### config.mk
export PLATFORM = sky130hd
export DESIGN_NAME = mem_arbiter
export DESIGN_NICKNAME = d
export VERILOG_FILES = /design/src/rtl/mem_arbiter.sv
export SDC_FILE = /design/constraint.sdc
export NUM_CORES = 1
export LEC_CHECK = 0
export BUFFER_PORTS_ARGS = -buffer_cell sky130_fd_sc_hd__buf_4
export CORE_ASPECT_RATIO = 0.6
export CORE_MARGIN = 8
export CORE_UTILIZATION = 45
export CTS_BUF_LIST = sky130_fd_sc_hd__clkbuf_16
export CTS_CLUSTER_DIAMETER = 80
export DETAILED_ROUTE_END_ITERATION = 12
export PLACE_DENSITY_LB_ADDON = 0.1
export SLEW_MARGIN = 10
export SYNTH_ARGS = -nofsm -noshare
export SYNTH_HDL_FRONTEND = slang
export SYNTH_SLANG_ARGS = --single-unit
### constraint.sdc
create_clock -name clk -period 2.25 [get_ports clk]
set_clock_uncertainty 0.05 [all_clocks]
set_input_delay 0.45 -clock clk [delete_from_list [all_inputs] [get_ports clk]]
set_output_delay 0.45 -clock clk [all_outputs]
set_load 0.01 [all_outputs]
### src/rtl/mem_arbiter.sv
// Two-requester register<->memory access arbiter: IDLE/ISSUE/DONE sequencer with alternating priority.
// Optional completed-transaction counters are built only when MEM_ARB_PERF_EN is defined.
module mem_arbiter #(
    parameter  int unsigned ADDR_W = 8,
    parameter  int unsigned REG_W  = 2,
    localparam int unsigned CNT_W  = 8
) (
    input  logic              clk,
    input  logic              rst_n,
    input  logic              req0,
    input  logic              req1,
    input  logic              op0,
    input  logic              op1,
    input  logic [REG_W-1:0]  reg0,
    input  logic [REG_W-1:0]  reg1,
    input  logic [ADDR_W-1:0] addr0,
    input  logic [ADDR_W-1:0] addr1,
    output logic              gnt0,
    output logic              gnt1,
    output logic              ack0,
    output logic              ack1,
    output logic              mem_run,
    output logic              mem_op,
    output logic [REG_W-1:0]  mem_reg,
    output logic [ADDR_W-1:0] mem_addr,
    output logic              busy,
    output logic [CNT_W-1:0]  cnt0,
    output logic [CNT_W-1:0]  cnt1
);

    typedef enum logic [1:0] {
        IDLE  = 2'd0,
        ISSUE = 2'd1,
        DONE  = 2'd2
    } state_t;

    typedef struct packed {
        logic              op;
        logic [REG_W-1:0]  rsel;
        logic [ADDR_W-1:0] addr;
    } cmd_t;

    state_t state;
    state_t state_next;

    logic   any_req_c;
    logic   winner_c;
    logic   last_gnt;
    logic   last_gnt_next;
    cmd_t   cmd0_c;
    cmd_t   cmd1_c;
    cmd_t   cap;
    cmd_t   cap_next;

    logic   gnt0_d;
    logic   gnt1_d;
    logic   ack0_d;
    logic   ack1_d;
    logic   mem_run_d;
    logic   busy_d;
    cmd_t   mem_cmd_d;

    assign any_req_c = req0 | req1;
    // On contention the requester that did not win last time goes first.
    assign winner_c  = (req0 & req1) ? ~last_gnt : req1;
    assign cmd0_c    = {op0, reg0, addr0};
    assign cmd1_c    = {op1, reg1, addr1};

    // State register.
    always_ff @(posedge clk or negedge rst_n) begin
        if (!rst_n) begin
            state <= IDLE;
        end else begin
            state <= state_next;
        end
    end

    // Next-state logic.
    always_comb begin
        state_next = state;
        case (state)
            IDLE:    if (any_req_c) state_next = ISSUE;
            ISSUE:   state_next = DONE;
            DONE:    state_next = IDLE;
            default: state_next = IDLE;
        endcase
    end

    // Winner and payload are latched only when leaving IDLE, so later input changes are ignored.
    always_comb begin
        last_gnt_next = last_gnt;
        cap_next      = cap;
        if ((state == IDLE) && any_req_c) begin
            last_gnt_next = winner_c;
            cap_next      = winner_c ? cmd1_c : cmd0_c;
        end
    end

    always_ff @(posedge clk or negedge rst_n) begin
        if (!rst_n) begin
            last_gnt <= 1'b1;
            cap      <= '0;
        end else begin
            last_gnt <= last_gnt_next;
            cap      <= cap_next;
        end
    end

    // Output decode from the upcoming state, so the registered outputs line up with the state.
    always_comb begin
        gnt0_d    = 1'b0;
        gnt1_d    = 1'b0;
        ack0_d    = 1'b0;
        ack1_d    = 1'b0;
        mem_run_d = 1'b0;
        busy_d    = 1'b0;
        mem_cmd_d = '0;
        case (state_next)
            ISSUE: begin
                gnt0_d    = ~last_gnt_next;
                gnt1_d    = last_gnt_next;
                mem_run_d = 1'b1;
                busy_d    = 1'b1;
                mem_cmd_d = cap_next;
            end
            DONE: begin
                gnt0_d    = ~last_gnt_next;
                gnt1_d    = last_gnt_next;
                ack0_d    = ~last_gnt_next;
                ack1_d    = last_gnt_next;
                busy_d    = 1'b1;
                mem_cmd_d = cap_next;
            end
            default: ;
        endcase
    end

    always_ff @(posedge clk or negedge rst_n) begin
        if (!rst_n) begin
            gnt0     <= 1'b0;
            gnt1     <= 1'b0;
            ack0     <= 1'b0;
            ack1     <= 1'b0;
            mem_run  <= 1'b0;
            busy     <= 1'b0;
            mem_op   <= 1'b0;
            mem_reg  <= '0;
            mem_addr <= '0;
        end else begin
            gnt0     <= gnt0_d;
            gnt1     <= gnt1_d;
            ack0     <= ack0_d;
            ack1     <= ack1_d;
            mem_run  <= mem_run_d;
            busy     <= busy_d;
            mem_op   <= mem_cmd_d.op;
            mem_reg  <= mem_cmd_d.rsel;
            mem_addr <= mem_cmd_d.addr;
        end
    end

`ifdef MEM_ARB_PERF_EN
    localparam logic [CNT_W-1:0] CNT_MAX = '1;

    // Saturating per-requester completion counters.
    always_ff @(posedge clk or negedge rst_n) begin
        if (!rst_n) begin
            cnt0 <= '0;
            cnt1 <= '0;
        end else begin
            if (ack0 && (cnt0 != CNT_MAX)) cnt0 <= cnt0 + CNT_W'(1);
            if (ack1 && (cnt1 != CNT_MAX)) cnt1 <= cnt1 + CNT_W'(1);
        end
    end
`else
    assign cnt0 = '0;
    assign cnt1 = '0;
`endif

endmodule

# Word-level counts from Yosys, hierarchy flattened
# Cells that the tools add are included.
# classes
n_eq_ne,3
muxes,13
bitwise,4
reduce_logical,3
# op_table
op,n
two-way mux 11 bit,3
two-way mux 1 bit,8
"equality test 2 x 1 -> 1 bit, second input constant",2
one-hot mux 2 bit (2 select lines),1
"equality test 2 bit, second input constant",1
logical NOT 2 bit,1
two-way mux 2 bit,1
NOT 1 bit,2
OR reduction 2 bit,1
bitwise AND 1 bit,1
logical AND 1 bit,1
bitwise OR 1 bit,1
# totals
ff_bits,31
in_bits,26
output_inout_bits,33
word_cells,37

# Longest topological paths before layout
# Gate-level depths: netlist of run 1.
# logic_depth
ltp_word,6
ltp_mapped,7
ltp_nobuf,5

# Worst setup path before layout of run 1
# No wires, ideal clock.
# synth_timing
kind,input to register
start,input port req0
end,register gnt0
setup_ns,0.142
arrival_time_ns,1.931
required_ns,2.058
setup_slack_ns,0.127
path_stages,7
path_buffers,3
path_cell_list,or2_1 > and2_4 > buf_6 > buf_2 > ha_1 > buf_1 > nor2_1
# synth_between
elab_chain_cells,6
word_cells_on_any_way,12
classes_between,eq/ne: 2; mux: 5; bitwise: 3; reduce/logical: 2
# synth_lines
item,line_no,text
from (decl),10,"input logic req0,"
bitwise OR 1 bit (*),63,assign any_req_c = req0 | req1;
two-way mux 2 bit (*),82,IDLE: if (any_req_c) state_next = ISSUE;
one-hot mux 2 bit (2 select lines) (*),81,case (state)
via state_next[0],44,state_t state_next;
equality test 2 bit / equality test 2 x 1 -> 1 bit (equally long branches),118,case (state_next)
OR reduction 2 bit (no source line) (*),n/a,
two-way mux 1 bit (*),n/a,
via gnt0_d,55,logic gnt0_d;
to (signal assigned),150,gnt0 <= gnt0_d;
to (decl),18,"output logic gnt0,"
# Mark *: on every way through the listed nets, which the timed path passes. The rest lies on a longest branch.

==> reports/metrics.csv, run 1 <==
metric,value,unit
outcome,"complete, no violations",
clk_latency,0.27,ns
grt-ovfl-total,0,
area_of_the_mapped_netlist,1390,µm²
tritoncts_num_sinks,31,
critPathRequiredTime,2.38,ns
critical-path-top-delay-family,adder cells,
synthesis.area_per_instance,12.2,µm²
max_stage_delay,0.43,ns
drt_pass1_iterations,3,
gpl.final_weighted_congestion,0.748,
setup_tns,0,ns
critPathMostFrequentCell,sky130_fd_sc_hd__buf_4,
worstSetupEndpointType,register,
fin_crit,1.66,ns
place.detailed.instances,194,
reg.largest.list,"cap x11, mem_addr x8",
h-tree-depth,2,
numPortBuffers,42,
die_outline_area,5190,µm²
finalMaxSlewViolations,0,
dpl-instance-area,1670,µm²
max_clock_freq,602,MHz
timing.reg2reg.worst_path_depth,3,
row_count,15,
post-cts-setup-buffers,0,
gr-usage-all-layers,13.4,%
peakVddDrop,0.687,mV
total_leakage_power,0.909,nW
remaining_drc_errors,0,
finish.net_count,186,
grt_max_degree,32,
routedWlPerCell,16.0,µm
area_delta_synth_final,30.0,%
dieWidth,87.8,µm
final_cell_count_no_fill,202,
cts_hold_repair.buffers,0,
first_iter_violations,48,
final_hold_vio_count,0,
netlist_instances,114,
critical_path_at,1.79,ns
route.vias.total,941,
unrepaired_setup_endpoints_after_global_routing,no,
drt.antenna.violating_nets,0,
grt_first_pass_wirelength,5200,µm
die_y,59.1,µm
tritoncts.num_buffers,5,
cp_max_fo,8,
critPathSlowestCell,sky130_fd_sc_hd__ha_1,
synth.lib_cells_used.distinct,22,
number_of_global_route_vias_before_repair,1044,
cts-root-buf,sky130_fd_sc_hd__clkbuf_16,
detailed_place_hpwl,2310,µm
report.final.setup_viol,0,
largest_reg_by_ff_count,cap,
cts_resized,0,
cts_tree,yes,
layout_cell_share_with_drive_strength_beyond_1,38.8,%
drt-total-wl,3230,µm
drv_cap,0,
routed_via_density,4.66,
cts_buffer_depth,2,
critical_path.n_buffers_inverters,2,
ioPinCount,59,
logic_depth_of_the_worst_path_buffers_included,6,
num_antenna_cells,0,
ys_warn_count,0,
postLayoutCellArea,1810,µm²
largest_reg_flops,11,
critical_path_cell_sequence,"buf_4, or2_1, and2_4, ha_1, buf_4, a211oi_2",
worstSetupPathType,in -> reg,
antenna_found_initial,0,
critical_path.startpoint_type,input port,
yosysSeqAreaShare,55.8,%
min_path_type,in -> async,
initial_utilization,47.9,%
register_bit_count_reported_by_yosys,31,
power_density,1450,nW/µm²
final.period_utilization,73.8,%
path_clk_slew,0.05,ns
core_outline_area,2910,µm²
[cells in the mapped netlist, drive strengths merged]
master,count,area (µm²)
ha,1,12.5
conb,1,3.75
nor3b,1,7.51
mux2i,11,110
inv,2,7.51
o32a,1,10.0
nor2,3,11.3
and2,3,21.3
dfstp,1,26.3
nand2b,1,6.26
buf,23,173
a21bo,1,10.0
or2,1,6.26
a21oi,22,110
a211oi,11,123
dfrtp,30,751
nand2,1,3.75
[power breakdown]
part           internal (W)  switching (W)
logic              0.000485       0.000627
clock network      0.000396       0.000208
registers          0.000829      0.0000884
total               0.00171       0.000923
[routing by layer]
metal	part of all wire, %	global-route usage, %	vias to the layer above	routed length (µm)
met4	0.65	5.83	0	21
met3	9.3	5.81	4	302
met2	49	20.9	38	1590
li1	-	-	457	-
met1	41	15.6	442	1320
met5	0	0	-	0
[worst register-to-register path, stage by stage, from the launching register on]
cell	delay [ns]
sky130_fd_sc_hd__dfstp_2	0.54
sky130_fd_sc_hd__a21bo_2	0.41
sky130_fd_sc_hd__mux2i_1	0.36
sky130_fd_sc_hd__a21oi_1	0.13
[logic make-up after synthesis]
group           synth area share [%]
compound gates                  18.1
fa+ha+maj                      0.898
buf+inv                         12.9
flops                           55.8
mux                             7.91
other cells                    0.269
simple gates                    4.04
[stage by stage]
stage | hold WS (ns) | utilization (%) | setup slack, ns | power, W
after floorplan | 0.104 | - | 0.127 | 0.00166
after global placement | 0.351 | 57.5 | 0.345 | 0.00200
after detailed placement | 0.355 | 57.5 | 0.313 | 0.00203
after CTS | 0.0657 | 62.2 | 0.593 | 0.00267
after global routing | 0.0806 | 62.2 | 0.539 | 0.00282
final | 0.0558 | 62.2 | 0.590 | 0.00263
[cell type report]
class / instances / area [µm²]
Clock buffer: 5 / 125
Inverter: 2 / 7.51
Fill cell: 243 / 1100
Clock inverter: 3 / 11.3
Sequential cell: 31 / 777
Multi-Input combinational cell: 73 / 492
Timing Repair Buffer: 46 / 345
Tap cell: 42 / 52.6
[path summary, 6_finish.rpt]
kind	startpoint	to	slack, ns
worst max-delay path	req0	mem_addr[4]$_DFF_PN0_	0.59
worst min-delay path	rst_n	state[1]$_DFF_PN0_	0.06
worst max register to register	last_gnt$_DFF_PN1_	cap[7]$_DFF_PN0_	0.63
worst min register to register	cap[1]$_DFF_PN0_	cap[1]$_DFF_PN0_	0.46
max in group asynchronous	rst_n	last_gnt$_DFF_PN1_	1.78
min in group clk	addr1[1]	cap[1]$_DFF_PN0_	0.46
[cell usage in the layout, fill, tap and decap left out]
cell type and n:
sky130_fd_sc_hd__nor2_1 3, sky130_fd_sc_hd__mux2i_1 11, sky130_fd_sc_hd__inv_1 3, sky130_fd_sc_hd__a211oi_1 3
sky130_fd_sc_hd__dfrtp_1 30, sky130_fd_sc_hd__clkinv_1 2, sky130_fd_sc_hd__o32a_1 1, sky130_fd_sc_hd__and2_4 1
sky130_fd_sc_hd__buf_4 46, sky130_fd_sc_hd__nand2_1 1, sky130_fd_sc_hd__dfstp_2 1, sky130_fd_sc_hd__ha_1 1
sky130_fd_sc_hd__nand2b_1 1, sky130_fd_sc_hd__a21bo_2 1, sky130_fd_sc_hd__a21oi_1 22, sky130_fd_sc_hd__clkbuf_16 5
sky130_fd_sc_hd__nor3b_1 1, sky130_fd_sc_hd__and2_1 2, sky130_fd_sc_hd__a211oi_2 8, sky130_fd_sc_hd__or2_1 1
sky130_fd_sc_hd__conb_1 16
Power figures use the tool's default switching activity.
==> run 2, diff against run 1 <==
==> constraint.sdc (replaced) <==
create_clock -name clk -period 1.6 [get_ports clk]
set_clock_uncertainty 0.05 [all_clocks]
set_input_delay 0.32 -clock clk [delete_from_list [all_inputs] [get_ports clk]]
set_output_delay 0.32 -clock clk [all_outputs]
set_load 0.01 [all_outputs]
==> reports/metrics.csv, run 2 (synthesized netlist as in run 1, its figures left out) <==
metric,value,unit
outcome,"complete, no violations",
die_outline_area,5190,µm²
total_leakage_power,0.939,nW
peakVddDrop,0.900,mV
final.period_utilization,90.0,%
postLayoutCellArea,1890,µm²
cts-root-buf,sky130_fd_sc_hd__clkbuf_16,
first_iter_violations,35,
num_antenna_cells,0,
cts_buffer_depth,2,
report.final.setup_viol,0,
routed_via_density,4.68,
critical_path_at,1.52,ns
setup_tns,0,ns
grt-ovfl-total,0,
path_clk_slew,0.05,ns
fin_crit,1.44,ns
remaining_drc_errors,0,
tritoncts.num_buffers,5,
min_path_type,in -> reg,
gpl.final_weighted_congestion,0.750,
finish.net_count,189,
core_outline_area,2910,µm²
cp_max_fo,11,
critical_path.startpoint_type,register,
critPathSlowestCell,sky130_fd_sc_hd__dfstp_2,
grt_max_degree,32,
layout_cell_share_with_drive_strength_beyond_1,40.5,%
max_clock_freq,695,MHz
die_y,59.1,µm
drt_pass1_iterations,5,
layout.cells.most_common_list,"sky130_fd_sc_hd__buf_4 (45), sky130_fd_sc_hd__dfrtp_1 (30), sky130_fd_sc_hd__a21oi_1 (22), sky130_fd_sc_hd__conb_1 (16), sky130_fd_sc_hd__mux2i_1 (11)",
layout.core_utilization,65.0,%
gr-usage-all-layers,12.6,%
critPathRequiredTime,1.69,ns
largest_reg_by_ff_count,cap,
dpl-instance-area,1740,µm²
final_hold_vio_count,0,
detailed_place_hpwl,2240,µm
reg.largest.list,"cap x11, mem_addr x8",
row_count,15,
critical_path_cell_sequence,"a21bo_2, buf_12, mux2i_1, a21oi_1",
tritoncts_num_sinks,31,
grt_first_pass_wirelength,4930,µm
final_cell_count_no_fill,205,
number_of_global_route_vias_before_repair,1112,
drv_cap,0,
initial_utilization,47.9,%
route.vias.total,960,
cts_resized,0,
place.detailed.instances,196,
h-tree-depth,2,
ioPinCount,59,
unrepaired_setup_endpoints_after_global_routing,no,
largest_reg_flops,11,
worstSetupEndpointType,register,
layout_commonest_cell,sky130_fd_sc_hd__buf_4,
area_delta_synth_final,35.8,%
worstSetupPathType,reg -> reg,
power_density,2100,nW/µm²
numPortBuffers,42,
drt-total-wl,3010,µm
dieWidth,87.8,µm
cts_tree,yes,
finalPower,0.00396,W
drt.antenna.violating_nets,0,
routedWlPerCell,14.7,µm
post-cts-setup-buffers,0,
max_stage_delay,0.53,ns
finalMaxSlewViolations,0,
antenna_found_initial,0,
clk_latency,0.27,ns
==> run 2: cell types whose count changed in the layout (fill, tap and decap cells not counted) <==
| cell | before | now |
|---|---|---|
| sky130_fd_sc_hd__ha_4 | 0 | 1 |
| sky130_fd_sc_hd__buf_4 | 46 | 45 |
| sky130_fd_sc_hd__a211oi_2 | 8 | 9 |
| sky130_fd_sc_hd__dlygate4sd3_1 | 0 | 1 |
| sky130_fd_sc_hd__ha_1 | 1 | 0 |
| sky130_fd_sc_hd__buf_12 | 0 | 3 |
| sky130_fd_sc_hd__a211oi_1 | 3 | 2 |
==> run 2: layer usage <==
layer / wire length (µm) / GRT usage, % / up-vias
met5: 0 / 0 / -
met4: 43 / 5.10 / 0
met3: 299 / 5.81 / 5
met2: 1300 / 20.3 / 45
met1: 1370 / 14.2 / 449
li1: - / - / 461
==> run 2: critical path: cells and delay by family, from the launching register on <==
family | cells | cell delay (ns)
compound gates | 2 | 0.27
buf+inv | 1 | 0.15
flops | 1 | 0.53
mux | 1 | 0.30
==> run 2: area by class of cell <==
type	count	area, µm²
Fill cell	235	1020
Sequential cell	31	777
Multi-Input combinational cell	73	509
Timing Repair Buffer	49	408
Clock buffer	5	125
Tap cell	42	52.6
Clock inverter	3	11.3
Inverter	2	7.51
==> run 2: through the flow <==
stage	hold WS [ns]	setup WS, ns
floorplan	-0.0256	0.00126
global placement	0.224	0.0785
detailed placement	0.225	0.0460
CTS	0.340	0.145
global route	0.347	0.0846
finish	0.338	0.161
==> run 2: power breakdown <==
part | internal, W | switching (W) | total [W]
combinational | 0.000910 | 0.000924 | 0.00183
clock | 0.000556 | 0.000291 | 0.000847
sequential | 0.00116 | 0.000118 | 0.00128
==> run 2: final timing paths <==
kind | from | slack [ns] | cells past startpoint | endpoint
setup / recovery | last_gnt$_DFF_PN1_ | 0.16 | 4 | cap[8]$_DFF_PN0_
hold / removal | addr1[0] | 0.34 | 3 | cap[0]$_DFF_PN0_
setup reg to reg | last_gnt$_DFF_PN1_ | 0.16 | 4 | cap[8]$_DFF_PN0_
hold reg to reg | cap[10]$_DFF_PN0_ | 0.46 | 2 | cap[10]$_DFF_PN0_
max in group asynchronous | rst_n | 0.73 | 2 | last_gnt$_DFF_PN1_
min in group asynchronous | rst_n | 0.46 | 2 | state[1]$_DFF_PN0_
==> run 2: what timing repair did <==
item                                    4_1_cts  5_1_grt
hold endpoints to repair                     30        0
hold buffers                                  1        0
endpoints found under the setup margin        0        0
==> run 3, diff against run 2 <==
--- a/config.mk
+++ b/config.mk
@@ -5,6 +5,7 @@
 export SDC_FILE = /design/constraint.sdc
 export NUM_CORES = 1
 export LEC_CHECK = 0
+export ABC_AREA = 1
 export BUFFER_PORTS_ARGS = -buffer_cell sky130_fd_sc_hd__buf_4
 export CORE_ASPECT_RATIO = 0.6
 export CORE_MARGIN = 8
==> reports/metrics.csv, run 3 <==
metric,value,unit
outcome,"complete, no violations",
core_outline_area,2910,µm²
largest_reg_flops,11,
initial_utilization,47.9,%
path_clk_slew,0.05,ns
critical_path_at,1.53,ns
route.vias.total,1066,
yosys_most_used_dff,sky130_fd_sc_hd__dfrtp_1,
detailed_place_hpwl,2410,µm
drv_cap,0,
dieWidth,87.9,µm
routed_via_density,4.21,
layout_commonest_cell,sky130_fd_sc_hd__buf_4,
gr-usage-all-layers,12.8,%
setup_tns,0,ns
count_of_flip_flops_with_a_built_in_enable_after_synthesis,0,
critical_path_cell_sequence,"nand2_1, nand2_1, nand2_1, nand3_1, nand2_1, nor2_1",
grt_first_pass_wirelength,4990,µm
drt.antenna.violating_nets,0,
ioPinCount,59,
die_outline_area,5190,µm²
critPathMostFrequentCell,sky130_fd_sc_hd__nand2_1,
dr.max_layer_used,met4,
layout_cell_share_with_drive_strength_beyond_1,26.1,%
worstSetupPathType,reg -> reg,
numPortBuffers,42,
reg.largest.list,"cap x11, mem_addr x8",
fin_crit,1.39,ns
routedWlPerCell,12.5,µm
drt_pass1_iterations,4,
ys_warn_count,0,
synth_area_leaders,"sky130_fd_sc_hd__dfrtp_1 (54%), sky130_fd_sc_hd__nand2_1 (11%), sky130_fd_sc_hd__buf_4 (9.2%)",
grt_max_degree,32,
area_delta_synth_final,32.8,%
die_y,59.1,µm
tritoncts_num_sinks,31,
first_iter_violations,62,
min_path_type,in -> reg,
netlist_instances,163,
number_of_global_route_vias_before_repair,1067,
power_density,1930,nW/µm²
met2_length,1400,µm
synth.lib_cells_used.distinct,15,
cts_buffer_depth,2,
yosysSeqAreaShare,55.7,%
layout.core_utilization,63.6,%
dominant_cell_by_count_in_the_synthesized_netlist,sky130_fd_sc_hd__nand2_1,
largest_reg_by_ff_count,cap,
cts_tree,yes,
h-tree-depth,2,
unrepaired_setup_endpoints_after_global_routing,no,
cp_max_fo,12,
cts-root-buf,sky130_fd_sc_hd__clkbuf_16,
area_of_the_mapped_netlist,1390,µm²
cts_resized,0,
worstSetupEndpointType,register,
layout.cells.most_common_list,"sky130_fd_sc_hd__buf_4 (45), sky130_fd_sc_hd__nand2_1 (39), sky130_fd_sc_hd__inv_1 (30), sky130_fd_sc_hd__dfrtp_1 (30), sky130_fd_sc_hd__nand3_1 (23)",
register_bit_count_reported_by_yosys,31,
num_antenna_cells,0,
row_count,15,
route.met3.wl,321,µm
total_leakage_power,1.09,nW
final.period_utilization,86.8,%
synth_top_area_share,53.9,%
finalMaxSlewViolations,0,
remaining_drc_errors,0,
critical_path.startpoint_type,register,
worst_hold_slack,0.315,ns
peakVddDrop,0.996,mV
synthDominantAreaCellType,sky130_fd_sc_hd__dfrtp_1,
max_clock_freq,720,MHz
critPathSlowestCell,sky130_fd_sc_hd__dfstp_2,
gpl.final_weighted_congestion,0.779,
synth-async-reset-ratio,100,%
clk_latency,0.27,ns
grt-ovfl-total,0,
antenna_found_initial,0,
finish.net_count,237,
fill_cells,244,
critical-path-top-delay-family,simple AND/OR/NAND/NOR gates,
final_hold_vio_count,0,
max_stage_delay,0.54,ns
routedLengthMet1,1380,µm
tritoncts.num_buffers,5,
report.final.setup_viol,0,
drt-total-wl,3170,µm
critPathRequiredTime,1.75,ns
critical_path.n_buffers_inverters,0,
synthTopCellsByCount,"sky130_fd_sc_hd__nand2_1 (39), sky130_fd_sc_hd__dfrtp_1 (30), sky130_fd_sc_hd__inv_1 (28), sky130_fd_sc_hd__nand3_1 (23), sky130_fd_sc_hd__buf_4 (17)",
synthesis.area_per_instance,8.55,µm²
run 3: cell types whose count changed after synthesis, sizes merged, moves of 2 or more:
cell / previous run / this run
mux2i: 11 / 0
a211oi: 11 / 0
nand3: 0 / 23
and2: 3 / 0
inv: 2 / 29
buf: 23 / 21
nor2: 3 / 16
nand2: 1 / 39
a21oi: 22 / 1
run 3: worst reg2reg max path: cells and delay by family, from the launching register on:
kind             cells  cell delay (ns)
AND/OR/NAND/NOR      6             0.73
flip-flops           1             0.54
run 3: worst paths after layout:
path                                    start  slack, ns  cells after the start                    end
setup reg to reg           last_gnt$_DFF_PN1_       0.21                      6  mem_addr[0]$_DFF_PN0_
hold / removal                       addr0[3]       0.32                      5       cap[3]$_DFF_PN0_
setup / recovery           last_gnt$_DFF_PN1_       0.21                      6  mem_addr[0]$_DFF_PN0_
hold reg to reg            state[1]$_DFF_PN0_       0.39                      1     state[1]$_DFF_PN0_
max in group asynchronous               rst_n       0.72                      2     last_gnt$_DFF_PN1_
min in group asynchronous               rst_n       0.47                      2       cap[5]$_DFF_PN0_
run 3: final cells by class:
type | instances | area [µm²] | area share, %
clock buffer | 5 | 125 | 6.76
clock inverter | 3 | 12.5 | 0.676
inverter | 29 | 109 | 5.88
multi-input combinational | 96 | 407 | 22.0
sequential | 31 | 777 | 42.0
tap | 42 | 52.6 | 2.84
timing repair buffer | 47 | 368 | 19.9
run 3: timing repair:
action / 4_1_cts / 5_1_grt
hold buffers: 1 / 0
endpoints found under the hold margin: 30 / 0
setup buffers: 0 / 0
run 3: metrics by stage:
stage	cells	area (µm²)	setup WS [ns]	power, W
finish	253	1850	0.212	0.00356
global route	253	1850	0.0858	0.00385
CTS	253	1850	0.202	0.00361
detailed placement	244	1700	0.136	0.00274
global placement	244	1700	0.140	0.00269
floorplan	178	1450	0.0201	0.00215
run 3: per-layer routing:
metal / up-vias / global-route usage (%)
met1: 475 / 14.7
met4: 0 / 6.55
li1: 544 / -
met3: 7 / 6.36
met5: - / 0
met2: 40 / 19.1
run 3: cell families after synthesis:
kind of cell,after synthesis,share of synthesized area [%]
AOI/OAI and AO/OA,1,0.359
other,1,0.269
buffers and inverters,51,19.1
DFF,31,55.7
and+or+nand+nor,78,23.6
adders and majority gates,1,0.898
run 3: power breakdown:
group | leakage (nW) | internal [W] | switching [W]
clock | 0.0762 | 0.000558 | 0.000293
sequential | 0.378 | 0.00115 | 0.0000966
combinational | 0.638 | 0.000619 | 0.000847
total | 1.09 | 0.00233 | 0.00124
